**src/rtl/wb_regfile.sv**
```systemverilog
// Writeback stage and 32x32 register file: load extension, writeback mux, two async read ports.
// Optional macro WB_BYPASS_EN enables write-through from ResultW to RD1/RD2.
module wb_regfile #(
    parameter int NREG = 32,
    parameter int W    = 32
) (
    input  logic         clk,
    input  logic         rst_n,
    input  logic         RegWriteW,
    input  logic [1:0]   MemtoRegW,
    input  logic [1:0]   ext_sh_W,
    input  logic         ext_bh_W,
    input  logic [W-1:0] ReadDataW,
    input  logic [W-1:0] ALU_outW,
    input  logic [W-1:0] PC_8W,
    input  logic [4:0]   WriteRegW,
    input  logic [4:0]   A1,
    input  logic [4:0]   A2,
    output logic [W-1:0] RD1,
    output logic [W-1:0] RD2,
    output logic [W-1:0] ResultW,
    output logic         wb_valid
);

    logic [W-1:0] regFile_r [NREG];
    logic [W-1:0] loadExt_s;

    // Picks the addressed byte/halfword from the aligned word and extends it to W bits.
    function automatic logic [W-1:0] extendLoad(
        input logic [W-1:0] data,
        input logic [1:0]   off,
        input logic [1:0]   size,
        input logic         sgn
    );
        logic [7:0]   byteSel;
        logic [15:0]  halfSel;
        logic [W-1:0] res;
        case (off)
            2'b00:   byteSel = data[7:0];
            2'b01:   byteSel = data[15:8];
            2'b10:   byteSel = data[23:16];
            2'b11:   byteSel = data[31:24];
            default: byteSel = data[7:0];
        endcase
        halfSel = off[1] ? data[31:16] : data[15:0];
        case (size)
            2'b01:   res = {{(W-16){sgn & halfSel[15]}}, halfSel};
            2'b10:   res = {{(W-8){sgn & byteSel[7]}}, byteSel};
            default: res = data;
        endcase
        return res;
    endfunction

    // Writeback source selection; the reserved encoding falls back to the ALU result.
    always_comb begin
        loadExt_s = extendLoad(ReadDataW, ALU_outW[1:0], ext_sh_W, ext_bh_W);
        ResultW   = ALU_outW;
        case (MemtoRegW)
            2'b01:   ResultW = loadExt_s;
            2'b10:   ResultW = PC_8W;
            default: ResultW = ALU_outW;
        endcase
    end

    assign wb_valid = RegWriteW && (WriteRegW != 5'd0);

    // Register storage; r0 is never written because wb_valid excludes it.
    always_ff @(posedge clk or negedge rst_n) begin
        if (!rst_n) begin
            for (int i = 0; i < NREG; i++) begin
                regFile_r[i] <= '0;
            end
        end else if (wb_valid) begin
            regFile_r[WriteRegW] <= ResultW;
        end
    end

    // Read port 1; reset also masks the write-through path so reads stay 0.
    always_comb begin
        RD1 = '0;
        if ((A1 == 5'd0) || !rst_n) begin
            RD1 = '0;
        end
`ifdef WB_BYPASS_EN
        else if (wb_valid && (WriteRegW == A1)) begin
            RD1 = ResultW;
        end
`endif
        else begin
            RD1 = regFile_r[A1];
        end
    end

    // Read port 2, identical structure to port 1.
    always_comb begin
        RD2 = '0;
        if ((A2 == 5'd0) || !rst_n) begin
            RD2 = '0;
        end
`ifdef WB_BYPASS_EN
        else if (wb_valid && (WriteRegW == A2)) begin
            RD2 = ResultW;
        end
`endif
        else begin
            RD2 = regFile_r[A2];
        end
    end

endmodule

```
**config.mk**
```make
export PLATFORM = sky130hd
export DESIGN_NAME = wb_regfile
export DESIGN_NICKNAME = d
export VERILOG_FILES = /design/src/rtl/wb_regfile.sv
export SDC_FILE = /design/constraint.sdc
export NUM_CORES = 2
export LEC_CHECK = 0
export ABC_AREA = 1
export CORE_MARGIN = 10
export CORE_UTILIZATION = 35
export DETAILED_ROUTE_END_ITERATION = 12
export PLACE_DENSITY_LB_ADDON = 0.3
export SYNTH_ARGS = -nofsm -noshare
export SYNTH_HDL_FRONTEND = slang
export SYNTH_SLANG_ARGS = --single-unit
```
**constraint.sdc**
```tcl
create_clock -name clk -period 2.36 [get_ports clk]
set_clock_uncertainty 0.15 [all_clocks]
set_input_delay 0.354 -clock clk [delete_from_list [all_inputs] [get_ports clk]]
set_output_delay 0.354 -clock clk [all_outputs]
set_load 0.005 [all_outputs]
```
==> impl_metrics.ini <==
[outcome]
outcome = finished with violations
violations = setup timing

[floorplanning]
die_w_um = 439
rows = 153
start_util_pct = 35.3
ioPinCount = 216
die_h_um = 439
core_area_sq_mm = 0.174
dieArea_sq_mm = 0.193

[layout]
drive_gt1_share_pct = 17.1
largest-register = regFile_r
largest_register_ffs = 1024
synthToLayoutAreaGrowth_pct = 29.2
regArea_sq_mm = 0.0256
top_regs = regFile_r x1024
nNetsFinal = 9754
fillers = 17500
multi_input_area_sq_mm = 0.0331

[worst_setup_path]
worstPathCellList = nand2_1 > a21boi_1 > o211ai_1 > nand3_2 > a21oi_2 > buf_6 > buf_6
r2r-end = regFile_r[966]
crit_arrival_ns = 2.31
cp-end-kind = output pin
cpMostUsedCell = buf_6
path_class = reg2out
worstRegToRegCells = 4
r2r_setup_slack_ns = 1.31
r2r-start = regFile_r[966]
cp-start-kind = flop
crit_required_ns = 1.86
timing.critical_path.slowest_stage_cell = dfrtp_1
critical_path_peak_fanout = 3
cpPeakStageDelay_ns = 0.37

[synthesis]
synth_fp_nets = 9395
ys_ff_latch = 1024
yosys_warnings = 0
avgSynthCellArea_sq_um = 6.63
yosys-top-cells-area = dfrtp_1 (42%), nand2_1 (24%), nand3_1 (17%)
synth_common_cells = nand2_1 (3963), nand3_1 (2091), dfrtp_1 (1024)
synth_cell_type_count = 27
yosysMostFrequentCell = nand2_1
async_flop_share_pct = 100
ys.flop_type = dfrtp_1
netlist_instances = 9272
syn-cell-area_sq_mm = 0.0614
synth-seq-area-share_pct = 41.7
synth_top_area_cell = dfrtp_1
synth_edf_count = 0
synth_top_area_share_pct = 41.7

[timing]
hold_viol_final = 0
layout_setup_ws_ns = -0.455
finalSetupViolations = 65
slew_headroom_pct = 28.0
fin_crit_sh_pct = 119
timing.setup.tns_ns = -17.21
drv_slew = 0
period_needed_ns = 2.81
fmax_ghz = 0.355
worst_pin_slew_ns = 1.08
grt_setup_unrepaired = true

[place]
post-dp-hpwl_um = 213000
numPortBuffers = 215
place.gp.congestion = 0.976

[clock_tree]
root_buffer = clkbuf_16
cts_buffers = 115
clk_path_buf_depth = 3
clkSinkCount = 1024
path_clk_slew_ns = 0.07
clk_latency_ns = 0.79
htreeDepth = 3
cts_tree = built

[global_routing]
overflow = 0
grt_util_all_layers_pct = 32.6
grt_pass1_wl_um = 469000
antenna_found_initial = 7
grt_max_degree = 154
grt_pass1_vias = 67300

[routing]
vias = 71700
routedWlPerCell_um = 27.2
drt.antenna.violating_nets = 0
vias_per_cell = 5.94
wirelength_um = 328000
drtIter0Drc = 11700
first_pass_iters = 7
route.detailed.drc = 0

[hold_path]
hp-class = in2async

[flow_run]
drv_cap = 0

[power]
power_density_mw_per_mm2 = 743
power_mw = 59.0
total_leakage_power_nw = 38.6
max-vdd-ir-drop_uv = 619
## layout by cell type (no fill, tap or decap), types with 56 or more instances in the layout
cell	Yosys	routed
a21oi_2	1	56
nand2_1	3963	3927
buf_4	38	547
buf_6	1	97
clkdlybuf4s50_1	0	88
a21boi_1	3	72
inv_1	238	205
nand3_2	1	150
buf_12	0	291
nand3_1	2091	1919
clkbuf_16	0	120
dfrtp_1	1024	1024
a21oi_1	371	293
o21ai_1	0	91
o21ai_0	400	288
o211ai_1	65	65
## worst max path at each step
stage	start	end	slack (ns)	cells past startpoint
2_1_floorplan	MemtoRegW[0]	ResultW[16]	0.31	8
3_3_place_gp	ext_sh_W[0]	ResultW[0]	-1.10	13
3_5_place_dp	ext_sh_W[1]	ResultW[0]	-1.14	12
4_1_cts	regFile_r[411]	RD1[27]	-0.47	7
5_1_grt	regFile_r[411]	RD2[27]	-0.45	7
6_report	regFile_r[411]	RD2[27]	-0.45	7
## cell type report
cell class | count | share of cell area, %
Antenna cell | 5 | 0.0158
Clock buffer | 155 | 4.11
Clock inverter | 59 | 0.771
Inverter | 267 | 1.33
Multi-Input combinational cell | 7106 | 41.7
Sequential cell | 1024 | 32.3
Tap cell | 2325 | 3.66
Timing Repair Buffer | 1117 | 16.1
## critical path, delay by kind of cell (launching register included)
kind	cells	cell delay [ns]
compound gates	3	0.63
buf+inv	2	0.25
flops	1	0.37
simple gates	2	0.26
## metrics by stage
stage | instance area (sq um) | util (%) | hold WS [ns] | setup WS, ns | std cells
finish | 79400 | 45.6 | 0.131 | -0.455 | 12100
global route | 79400 | 45.6 | 0.165 | -0.452 | 12100
CTS | 78200 | 44.9 | 0.124 | -0.472 | 12000
detailed placement | 72700 | 41.7 | 0.216 | -1.14 | 11700
global placement | 72700 | 41.7 | 0.215 | -1.10 | 11700
floorplan | 61400 | - | -0.0916 | 0.306 | 9272
## logic make-up (layout without fill, tap and decap cells)
group	Yosys count	in the layout	synth area share, %
buffers and inverters	1142	1598	7.74
flip-flops	1024	1024	41.7
other	0	5	0
AO/OA/AOI/OAI	933	933	8.26
AND/OR/NAND/NOR	6169	6169	42.2
adder cells (fa/ha/maj)	4	4	0.0815
## per-layer routing
layer / track usage, % / routed length, um / vias to the layer above
met5: 0.174 / 66 / -
met4: 23.7 / 28800 / 6
met3: 8.88 / 42100 / 1432
met2: 47.6 / 136000 / 5562
met1: 41.1 / 120000 / 33900
li1: - / - / 30800
## what timing repair did
action | 4_1_cts | 5_1_grt
endpoints found under the setup margin | 97 | 95
gates resized for setup | 865 | 278
pin swaps | 262 | 265
endpoints found under the hold margin | 443 | 0
hold buffers | 1 | 0
cloned | 4 | 4
setup buffers | 71 | 45
## report_power, final
part	switching, mW	internal, mW
Clock	8.24	10.8
Sequential	2.88	21.2
Combinational	9.59	6.29
Total	20.7	38.3
Note: power is estimated with default switching activity, not from simulation.
